## src/rtl/ones_expand.sv

```systemverilog
// Serial expander: emits a WIDTH-bit thermometer frame from a ones count.
// Define ONES_EXPAND_PARITY_EN to append an odd-count parity bit per frame.
module ones_expand #(
  parameter  int WIDTH = 8,
  localparam int CW    = $clog2(WIDTH + 1)
) (
  input  logic             clk,
  input  logic             reset_n,
  input  logic [CW-1:0]    count_i,
  input  logic             valid_i,
  output logic             ready_o,
  output logic             ser_o,
  output logic             frame_o,
  output logic             done_o,
  output logic             err_o,
  output logic [WIDTH-1:0] word_o
);

  typedef enum logic [1:0] {
    IDLE,
    SHIFT,
    DONE
  } state_t;

`ifdef ONES_EXPAND_PARITY_EN
  localparam int LAST = WIDTH;
`else
  localparam int LAST = WIDTH - 1;
`endif

  state_t           state, state_nx;
  logic [CW-1:0]    cnt, cnt_nx, cnt_inc;
  logic [CW-1:0]    n, n_nx, cl;
  logic [WIDTH-1:0] word_nx;
  logic             ready_nx, ser_nx, frame_nx;
  logic             done_nx, err_nx;

  assign cnt_inc = cnt + CW'(1);
  assign cl      = (count_i > CW'(WIDTH)) ? CW'(WIDTH) : count_i;

  always_comb begin
    state_nx = state;
    cnt_nx   = cnt;
    n_nx     = n;
    word_nx  = word_o;
    ready_nx = 1'b0;
    ser_nx   = 1'b0;
    frame_nx = 1'b0;
    done_nx  = 1'b0;
    err_nx   = 1'b0;
    unique case (state)
      IDLE: begin
        ready_nx = 1'b1;
        if (valid_i && ready_o) begin
          n_nx = cl;
          for (int i = 0; i < WIDTH; i++)
            word_nx[i] = CW'(i) < cl;
          err_nx   = count_i > CW'(WIDTH);
          cnt_nx   = '0;
          ser_nx   = cl != '0;
          frame_nx = 1'b1;
          ready_nx = 1'b0;
          state_nx = SHIFT;
        end
      end
      SHIFT: begin
        if (cnt == CW'(LAST)) begin
          done_nx  = 1'b1;
          state_nx = DONE;
        end else begin
          cnt_nx   = cnt_inc;
          frame_nx = 1'b1;
          ser_nx   = cnt_inc < n;
`ifdef ONES_EXPAND_PARITY_EN
          // trailing cycle carries parity of the clamped count
          if (cnt_inc == CW'(WIDTH))
            ser_nx = n[0];
`endif
        end
      end
      DONE: begin
        ready_nx = 1'b1;
        state_nx = IDLE;
      end
      default: begin
        ready_nx = 1'b1;
        state_nx = IDLE;
      end
    endcase
  end

  always_ff @(posedge clk) begin
    if (!reset_n) begin
      state   <= IDLE;
      cnt     <= '0;
      n       <= '0;
      word_o  <= '0;
      ready_o <= 1'b1;
      ser_o   <= 1'b0;
      frame_o <= 1'b0;
      done_o  <= 1'b0;
      err_o   <= 1'b0;
    end else begin
      state   <= state_nx;
      cnt     <= cnt_nx;
      n       <= n_nx;
      word_o  <= word_nx;
      ready_o <= ready_nx;
      ser_o   <= ser_nx;
      frame_o <= frame_nx;
      done_o  <= done_nx;
      err_o   <= err_nx;
    end
  end

endmodule

```

## config.mk

```make
export PLATFORM = sky130hd
export DESIGN_NAME = ones_expand
export DESIGN_NICKNAME = d
export VERILOG_FILES = /design/src/rtl/ones_expand.sv
export SDC_FILE = /design/constraint.sdc
export NUM_CORES = 1
export LEC_CHECK = 0
export BUFFER_PORTS_ARGS = -buffer_cell sky130_fd_sc_hd__buf_4
export CAP_MARGIN = 40
export CORE_ASPECT_RATIO = 0.8
export CORE_MARGIN = 2
export CORE_UTILIZATION = 52
export DETAILED_ROUTE_END_ITERATION = 10
export GPL_ROUTABILITY_DRIVEN = 0
export PLACE_DENSITY = 0.76
export SYNTH_ARGS = -nofsm -noshare
export SYNTH_HDL_FRONTEND = slang
export SYNTH_SLANG_ARGS = --single-unit
```

## constraint.sdc

```tcl
create_clock -name clk -period 1.8 [get_ports clk]
set_input_delay 0.36 -clock clk [delete_from_list [all_inputs] [get_ports clk]]
set_output_delay 0.36 -clock clk [all_outputs]
set_load 0.01 [all_outputs]
```

==> results of run 1 <==
-- cell type report --
cell class,instances,area [sq um],area share
multi-input cells,75,518.0,0.4295
clock buffers,4,36.28,0.03008
repair buffers,21,157.7,0.1307
well taps,24,30.03,0.02490
inverters,6,22.52,0.01867
flip-flops and latches,22,441.7,0.3662
-- critical path: cells and delay by family, from the launching register on --
family                     cells  cell delay, ns
AOI/OAI and AO/OA              3            0.49
xor gates and xnor gates       1            0.21
adders and majority gates      2            0.46
DFF                            1            0.37
-- path summary, 6_finish.rpt --
path | slack (ns) | startpoint | to | depth (start not counted)
max | 0.17 | cnt[1]$_SDFFE_PN0P_ | ser_o$_SDFF_PN0_ | 6
min | 0.32 | count_i[3] | word_o[7]$_SDFFE_PN0P_ | 3
max reg2reg | 0.17 | cnt[1]$_SDFFE_PN0P_ | ser_o$_SDFF_PN0_ | 6
min reg2reg | 0.47 | word_o[0]$_SDFFE_PN0P_ | word_o[0]$_SDFFE_PN0P_ | 2
-- timing repair --
item                                    CTS  global route
resized for setup                         0             2
endpoints found under the setup margin    0             1
hold buffers                              0             0
-- cell usage in the layout (no fill, tap or decap) --
cell type | synthesis | routed
dfxtp_2 | 0 | 1
inv_1 | 6 | 6
o41ai_2 | 0 | 1
nand3b_1 | 2 | 2
a31oi_1 | 2 | 2
nand4bb_4 | 1 | 1
o211ai_1 | 2 | 2
a21oi_2 | 1 | 1
nand3_2 | 1 | 1
nand3_1 | 5 | 5
and2b_2 | 1 | 1
a21o_2 | 1 | 1
a211oi_2 | 1 | 1
a21bo_2 | 1 | 1
clkbuf_4 | 0 | 3
and3b_1 | 1 | 1
nor2_1 | 5 | 5
and3_2 | 2 | 2
a211oi_1 | 1 | 1
nor3_1 | 4 | 4
and2b_1 | 1 | 1
a41o_1 | 1 | 1
o21ai_0 | 4 | 4
nand2_1 | 11 | 11
clkbuf_8 | 0 | 1
or4_1 | 1 | 1
xor2_1 | 1 | 1
nand2b_1 | 1 | 1
nor4_1 | 2 | 2
dfxtp_1 | 22 | 21
ha_1 | 4 | 4
a311oi_2 | 1 | 1
a21oi_1 | 10 | 10
xnor2_1 | 1 | 1
buf_4 | 2 | 21
nor2_2 | 2 | 2
a32oi_1 | 1 | 1
and4bb_1 | 1 | 1
or3_1 | 1 | 1
-- metal layers --
metal	global-route usage	wire length (um)	up-vias
li1	-	-	430
met1	0.2661	947	377
met2	0.2780	828	20
met3	0.07241	106	6
met4	0.05641	30	0
met5	0	0	-
-- sequential cells by signal, indices dropped and copies added, names as in the netlist --
register	flops
n	3
done_o	1
ready_o	1
err_o	1
state	2
cnt	4
frame_o	1
word_o	8
ser_o	1
-- power breakdown --
group	switching (W)	internal [W]
sequential	0.0000215	0.000520
combinational	0.0000995	0.0000908
clock	0.000142	0.000124
total	0.000263	0.000734
-- synthesized netlist by cell type (2+ instances only) --
library cell / n / area [sq um]
ha_1: 4 / 50.05
nor2_2: 2 / 12.51
nand3b_1: 2 / 15.01
o211ai_1: 2 / 15.01
and3_2: 2 / 15.01
nor2_1: 5 / 18.77
nor3_1: 4 / 20.02
dfxtp_1: 22 / 440.4
inv_1: 6 / 22.52
nand2_1: 11 / 41.29
a21oi_1: 10 / 50.05
o21ai_0: 4 / 20.02
a31oi_1: 2 / 12.51
buf_4: 2 / 15.01
nand3_1: 5 / 25.02
nor4_1: 2 / 12.51
-- logic make-up after synthesis --
kind of cell | Yosys count | synth area share
and+or+nand+nor | 42 | 0.2482
AOI/OAI and AO/OA | 27 | 0.1825
DFF | 22 | 0.4282
buffers and inverters | 12 | 0.07541
adders and majority gates | 4 | 0.04866
xor gates and xnor gates | 2 | 0.01703
-- through the flow --
| step | cells | worst slack (ns) | total power (W) | hold WS, ns | utilization |
|---|---|---|---|---|---|
| after floorplan | 109 | 0.2868 | 0.0006770 | 0.4319 | - |
| after global placement | 148 | 0.2242 | 0.0007343 | 0.4444 | 0.6195 |
| after detailed placement | 148 | 0.06720 | 0.0007396 | 0.4528 | 0.6195 |
| after CTS | 152 | 0.03796 | 0.001008 | 0.3141 | 0.6389 |
| after global routing | 152 | 0.01913 | 0.001060 | 0.3168 | 0.6435 |
| final | 152 | 0.1706 | 0.0009967 | 0.3246 | 0.6435 |
==> out/metrics.yaml, run 1 <==
floorplan:
  row_count: 14
  ios: 20
  initial_utilization: 0.5487
  dieArea_sq_um: 2352
  fp.dieW_um: 53.72
  core_area_sq_um: 1874
  die_y_um: 43.78
outcome:
  status: "finished, final reports clean"
worst_setup_path:
  max_stage_delay_ns: 0.37
  path_common_cell: "ha_1"
  critical_path_class: "reg -> reg"
  worstPathCellList: "ha_1, xor2_1, ha_1, o21ai_0, a21oi_1, o41ai_2"
  crit_path_end_kind: "flip-flop"
  worst-endpoint-required_ns: 2.02
  cp.arrival_ns: 1.85
  critPathSlowestCell: "dfxtp_1"
  cp_max_fo: 3
  critPathLaunchType: "flip-flop"
global_routing:
  grt_use_total: 0.1924
  grt_overflow: 0
  antenna_found_initial: 0
  grt_max_degree: 16
  grt_pass1_vias: 742
  grt_pass1_wl_um: 3229
cts:
  cts_buffer_depth: 2
  insertion_delay_ns: 0.31
  cts_root_buf: "clkbuf_4"
  cts_tree: "built"
  htree_levels: 1
  clk_pin_slew_ns: 0.12
  cts_buffers: 3
  post_cts_buffers: 0
  clock-sinks: 22
yosys:
  syn_nets: 120
  ys_seq_area_frac: 0.4282
  netlist_area_sq_um: 1028
  yosysUniqueCellTypes: 40
  synth_edf_count: 0
  ys_ff_latch: 22
  async_reset_ff_frac: 0
  synth-warning-count: 0
  avgSynthCellArea_sq_um: 9.436
  ys.flop_type: "dfxtp_1"
  synthCells: 109
sta:
  final.period_utilization: 0.9052
  setup-tns-final_ns: 0
  final-setup-viol-count: 0
  maxSlewViolCount: 0
  hold_viol_final: 0
  relSlewSlack: 0.6574
  tightestPinTransition_ns: 0.5133
  finalClockSkew_ns: 0.007786
  fmax_mhz: 613.7
  rsz0062_at_grt: "no"
  fin_crit_ns: 1.629
layout:
  nNetsFinal: 140
  layout-area-overhead-vs-synth_pct: 17.28
  layout-drive-gt1-share: 0.3047
  fillCellCount: 149
  antenna_cells: 0
  postLayoutCellArea_sq_um: 1206
placement:
  io_buffers: 19
  placed_area_sq_um: 1161
  dp_hpwl_um: 1424
power_and_ir_drop:
  powerDensity_nw_per_um2: 826.3
  peakVddDrop_mv: 0.6735
  p_leak_nw: 0.5097
route:
  wl_per_cell_um: 12.58
  antenna_left: 0
  drt_wl_total_um: 1912
  drtPass1Iterations: 4
  vias: 833
  drc: 0
  avgViaCountPerCell: 5.480
  drt_iter0_markers: 18
hold_path:
  min_path_type: "in -> reg"
flow_run:
  drv_cap: 0
Note: power is estimated with default switching activity, not from simulation.
==> inputs of run 2 (changes only) <==
--- a/config.mk
+++ b/config.mk
@@ -14,4 +14,5 @@
 export GPL_ROUTABILITY_DRIVEN = 0
 export PLACE_DENSITY = 0.76
+export REMOVE_ABC_BUFFERS = 1
 export SYNTH_ARGS = -nofsm -noshare
 export SYNTH_HDL_FRONTEND = slang
==> constraint.sdc (replaced) <==
create_clock -name clk -period 1.8 [get_ports clk]
set_input_delay 0.27 -clock clk [delete_from_list [all_inputs] [get_ports clk]]
set_output_delay 0.27 -clock clk [all_outputs]
set_load 0.01 [all_outputs]
==> run 2 against run 1 <==
Against the previous run: core utilization shrank 0.27 points; clock skew shrank 0.0059 ns; final cell count shrank 0.66%; critical path depth is the same; largest power group unchanged.
==> out/metrics.yaml, run 2 (synthesized netlist as in run 1, its figures left out) <==
sta:
  finalClockSkew_ns: 0.001896
  fmax_mhz: 631.3
  relSlewSlack: 0.6581
  final-setup-viol-count: 0
  maxSlewViolCount: 0
  setup-tns-final_ns: 0
  final.period_utilization: 0.8800
  hold_viol_final: 0
  tightestPinTransition_ns: 0.5123
  fin_crit_ns: 1.584
  rsz0062_at_grt: "no"
route:
  drc: 0
  avgViaCountPerCell: 5.411
  antenna_left: 0
  vias: 817
  drt_iter0_markers: 12
  wl_per_cell_um: 12.70
  drtPass1Iterations: 4
  drt_wl_total_um: 1917
floorplan:
  die_y_um: 43.78
  ios: 20
  dieArea_sq_um: 2352
  fp.dieW_um: 53.72
  initial_utilization: 0.5487
  core_area_sq_um: 1874
  row_count: 14
power_and_ir_drop:
  powerDensity_nw_per_um2: 822.2
  swShare: 0.2602
  internal_power_w: 0.0007306
  peakVddDrop_mv: 0.7023
  p_seq_frac: 0.548
  p_leak_nw: 0.4963
  p_sw_w: 0.0002570
  combPwrFrac: 0.187
  clockPowerShare: 0.265
layout:
  postLayoutCellArea_sq_um: 1201
  max_flop_register: "word_o"
  reg_top3: "word_o: 8 flops, cnt: 4 flops, n: 3 flops"
  largest_reg_flops: 8
  layout-drive-gt1-share: 0.3071
  antenna_cells: 0
  final_common_cell: "dfxtp_1"
  layout-area-overhead-vs-synth_pct: 16.79
  mostFrequentLayoutCells: "dfxtp_1, buf_4, nand2_1, a21oi_1, inv_1"
  nNetsFinal: 139
cts:
  insertion_delay_ns: 0.30
  clock-sinks: 22
  cts_buffers: 3
  cts_tree: "built"
  cts_root_buf: "clkbuf_4"
  clk_pin_slew_ns: 0.11
  cts_buffer_depth: 2
  post_cts_buffers: 0
  htree_levels: 1
  holdBufCountCts: 0
  postCtsResizedCells: 0
worst_setup_path:
  critPathLaunchType: "flip-flop"
  cp_max_fo: 5
  reg2reg_from: "cnt[2]$_SDFFE_PN0P_"
  reg2reg_slack_ns: 0.22
  worst-endpoint-required_ns: 2.01
  cp.arrival_ns: 1.79
  crit_path_end_kind: "flip-flop"
  r2r_cells: 6
  r2r-end: "ser_o$_SDFF_PN0_"
  critical_path_class: "reg -> reg"
hold_path:
  min_to: "word_o[4]$_SDFFE_PN0P_"
  hp-start: "reset_n"
  min_path_type: "in -> reg"
  hold_depth: 3
flow_run:
  drv_cap: 0
outcome:
  status: "finished, final reports clean"
global_routing:
  antenna_found_initial: 0
  grt_use_total: 0.1904
  grt_overflow: 0
  grt_pass1_wl_um: 3236
  grt_pass1_vias: 705
  grt_max_degree: 17
placement:
  placed_area_sq_um: 1154
  dp_hpwl_um: 1380
  io_buffers: 19
-- run 2: routing by layer --
layer	global-route usage	vias to the layer above	share of wire
met3	0.07241	2	0.053
met2	0.2707	21	0.45
met5	0	-	0
met1	0.2710	366	0.48
li1	-	428	-
met4	0.04615	0	0.0068
-- run 2: critical path, stage by stage (launching register included) --
cell and delay [ns]:
dfxtp_1 0.46, nand3_1 0.12, xnor2_1 0.23, ha_1 0.27
o21ai_1 0.07, a21oi_1 0.05, o41ai_1 0.29
-- run 2: per-stage QoR --
| stage | setup WS (ns) | hold slack (ns) | total power, W | cells | utilization |
|---|---|---|---|---|---|
| 6_report | 0.2160 | 0.2434 | 0.0009876 | 151 | 0.6409 |
| 5_1_grt | 0.05165 | 0.2198 | 0.001051 | 151 | 0.6409 |
| 4_1_cts | 0.06877 | 0.2358 | 0.0009967 | 151 | 0.6348 |
| 3_5_place_dp | 0.1618 | 0.4495 | 0.0007353 | 147 | 0.6155 |
| 3_3_place_gp | 0.2236 | 0.4441 | 0.0007323 | 147 | 0.6155 |
| 2_1_floorplan | 0.2868 | 0.4060 | 0.0006544 | 103 | - |
-- run 2: layout make-up --
cell class / count / area [sq um]
Fill cell: 153 / 673.1
Multi-Input combinational cell: 75 / 520.5
Sequential cell: 22 / 441.7
Timing Repair Buffer: 20 / 150.1
Clock buffer: 4 / 36.28
Tap cell: 24 / 30.03
Inverter: 6 / 22.52
-- run 2: worst max-delay path by stage --
stage                             start          endpoint  slack (ns)  depth (start not counted)
CTS                 cnt[0]$_SDFFE_PN0P_  ser_o$_SDFF_PN0_        0.07                          6
global route        cnt[2]$_SDFFE_PN0P_  ser_o$_SDFF_PN0_        0.05                          6
finish              cnt[2]$_SDFFE_PN0P_  ser_o$_SDFF_PN0_        0.22                          6
global placement    cnt[0]$_SDFFE_PN0P_  ser_o$_SDFF_PN0_        0.22                          6
detailed placement  cnt[0]$_SDFFE_PN0P_  ser_o$_SDFF_PN0_        0.16                          6
floorplan           cnt[0]$_SDFFE_PN0P_  ser_o$_SDFF_PN0_        0.29                          6
-- run 2: power by group through the flow --
| stage | clock network, W | logic (W) | registers (W) |
|---|---|---|---|
| after floorplan | 0 | 0.0000935 | 0.000561 |
| after global placement | 0 | 0.000182 | 0.000551 |
| after detailed placement | 0 | 0.000183 | 0.000552 |
| after CTS | 0.000271 | 0.000185 | 0.000541 |
| after global routing | 0.000298 | 0.000206 | 0.000546 |
| final | 0.000262 | 0.000185 | 0.000541 |
==> inputs of run 3 (changes only) <==
Settings changed: ABC_AREA set to 1.
==> run 3 against run 2 <==
Against the previous run: hold slack got worse by 0.066 ns; die area decreased by 6.5%; combinational power about the same; non-clock buffer count decreased by 1; synthesized cell count increased by 11%; sequential power about the same; core utilization increased by 5.1 points; clock-buffer cell count decreased by 1; final cell count increased by 7.9%; global-route usage about the same; critical endpoint unchanged.
==> out/metrics.yaml, run 3 <==
flow_run:
  drv_cap: 0
yosys:
  ys_top_cells_by_area: "dfxtp_1, nand2_1, a21oi_1"
  synth-warning-count: 0
  yosysUniqueCellTypes: 21
  async_reset_ff_frac: 0
  ys_ff_latch: 22
  synth_commonest_cells: "nand2_1, dfxtp_1, a21oi_1, inv_1, nor2_1"
  synth_top_area_share: 0.4607
  synth_edf_count: 0
  avgSynthCellArea_sq_um: 7.900
  ys.flop_type: "dfxtp_1"
  ys_seq_area_frac: 0.4607
  netlist_area_sq_um: 955.9
  yosysMostFrequentCell: "nand2_1"
  yosys.area.top_type: "dfxtp_1"
  synthCells: 121
worst_setup_path:
  cp.arrival_ns: 1.77
  critPathLaunchType: "flip-flop"
  crit_path_end_kind: "flip-flop"
  critical_path_class: "reg -> reg"
  r2r_cells: 8
  cp_max_fo: 5
  worst-endpoint-required_ns: 2.05
  r2r-end: "ser_o$_SDFF_PN0_"
  reg2reg_from: "cnt[0]$_SDFFE_PN0P_"
  reg2reg_slack_ns: 0.28
layout:
  ff_latch_area_sq_um: 440.4
  antenna_cells: 0
  fillCellCount: 134
  postLayoutCellArea_sq_um: 1160
  multi_input_area_sq_um: 436.7
  reg_top3: "word_o: 8 flops, cnt: 4 flops, n: 3 flops"
  instances_no_fill: 163
  largest_reg_flops: 8
  layout-area-overhead-vs-synth_pct: 21.33
  mostFrequentLayoutCells: "nand2_1, dfxtp_1, buf_4, a21oi_1, inv_1"
  max_flop_register: "word_o"
  layout-drive-gt1-share: 0.2482
  nNetsFinal: 153
  final_common_cell: "nand2_1"
route:
  drt_iter0_markers: 16
  wl_per_cell_um: 11.52
  vias: 832
  wl_met2_um: 889
  drc: 0
  drtPass1Iterations: 4
  avgViaCountPerCell: 5.104
  top_layer: "met4"
  wl_met1_um: 876
  met3_length_um: 80
  drt_wl_total_um: 1878
  antenna_left: 0
hold_path:
  hold_depth: 2
  min_path_type: "in -> reg"
  min_to: "ready_o$_SDFF_PN1_"
  hp-start: "reset_n"
power_and_ir_drop:
  peakVddDrop_mv: 0.7584
  p_leak_nw: 0.5224
  powerDensity_nw_per_um2: 948.2
outcome:
  status: "finished, final reports clean"
floorplan:
  ios: 20
  die_y_um: 42.35
  dieArea_sq_um: 2199
  fp.dieW_um: 51.94
  core_area_sq_um: 1675
  row_count: 13
  initial_utilization: 0.5706
cts:
  clock-sinks: 22
  cts_buffer_depth: 2
  insertion_delay_ns: 0.32
  cts_buffers: 3
  cts_root_buf: "clkbuf_4"
  holdBufCountCts: 0
  cts_tree: "built"
  clk_pin_slew_ns: 0.12
  post_cts_buffers: 0
  htree_levels: 1
  postCtsResizedCells: 0
sta:
  final.period_utilization: 0.8434
  fin_crit_ns: 1.518
  fmax_mhz: 658.7
  maxSlewViolCount: 0
  final-setup-viol-count: 0
  rsz0062_at_grt: "no"
  hold_viol_final: 0
  finalClockSkew_ns: 0.01052
  setup-tns-final_ns: 0
  relSlewSlack: 0.6792
  worst_slack_ns: 0.2819
  tightestPinTransition_ns: 0.4782
placement:
  dp_hpwl_um: 1487
  placed_cells: 159
  io_buffers: 19
  pre_cts_ws_ns: 0.3159
  placed_area_sq_um: 1107
global_routing:
  grt_use_total: 0.1901
  grt_max_degree: 18
  grt_pass1_vias: 719
  grt_overflow: 0
  antenna_found_initial: 0
  grt_pass1_wl_um: 3042
-- run 3: changes by cell type after synthesis, moves of 2 or more --
cell,previous run,this run
a21oi_1,10,16
and3_2,2,0
inv_1,6,12
inv_2,0,3
nand2_1,11,27
nand2_2,0,5
nand3b_1,2,0
nor2_1,5,7
nor2_2,2,0
nor3_1,4,2
nor4_1,2,0
o211ai_1,2,0
o21ai_0,4,6
-- run 3: worst max-delay path by stage --
| stage | startpoint | to | slack [ns] | cells past startpoint |
|---|---|---|---|---|
| CTS | cnt[0]$_SDFFE_PN0P_ | ser_o$_SDFF_PN0_ | 0.29 | 8 |
| global route | cnt[0]$_SDFFE_PN0P_ | ser_o$_SDFF_PN0_ | 0.15 | 8 |
| detailed placement | cnt[0]$_SDFFE_PN0P_ | ser_o$_SDFF_PN0_ | 0.32 | 8 |
| finish | cnt[0]$_SDFFE_PN0P_ | ser_o$_SDFF_PN0_ | 0.28 | 8 |
| global placement | cnt[0]$_SDFFE_PN0P_ | ser_o$_SDFF_PN0_ | 0.41 | 8 |
| floorplan | cnt[0]$_SDFFE_PN0P_ | ser_o$_SDFF_PN0_ | 0.46 | 8 |
-- run 3: power breakdown --
part           internal [W]  leakage [nW]  switching [W]  total [W]
sequential         0.000520         0.180      0.0000213   0.000541
combinational     0.0000781         0.314       0.000105   0.000184
clock              0.000225        0.0279       0.000149   0.000375
-- run 3: cells by family (layout without fill, tap and decap cells) --
kind of cell / count (synthesis) / after routing / share of synthesized area
adders and majority gates: 4 / 4 / 0.05236
xor gates and xnor gates: 2 / 2 / 0.01833
and+or+nand+nor: 50 / 50 / 0.2553
AOI/OAI and AO/OA: 24 / 24 / 0.1309
buffers and inverters: 19 / 39 / 0.08244
DFF: 22 / 22 / 0.4607
-- run 3: final cells by class --
class / instances / share of cell area
clock inverter: 1 / 0.02589
timing repair buffer: 19 / 0.1230
inverter: 16 / 0.05178
clock buffer: 3 / 0.01942
tap: 22 / 0.02373
sequential: 22 / 0.3797
multi-input combinational: 80 / 0.3765
-- run 3: critical path, cell delays in order (launching register included) --
cell and delay, ns:
dfxtp_1 0.41, ha_1 0.21, xor2_1 0.21, ha_1 0.26, nand2_1 0.06, inv_1 0.04
nand2_1 0.06, nand4_1 0.08, a21oi_1 0.13
-- run 3: stage by stage --
stage               hold WS (ns)  total power [W]  utilization
CTS                       0.1777         0.001108       0.6923
finish                    0.1775         0.001100       0.6923
detailed placement        0.4580        0.0007365       0.6609
global placement          0.4508        0.0007286       0.6609
floorplan                 0.3546        0.0006599            -
global route              0.1832         0.001148       0.6923
-- run 3: per-layer routing --
metal / vias up / track usage
met5: - / 0
met4: 0 / 0.06316
met3: 5 / 0.05357
met2: 18 / 0.3165
met1: 379 / 0.2332
li1: 430 / -
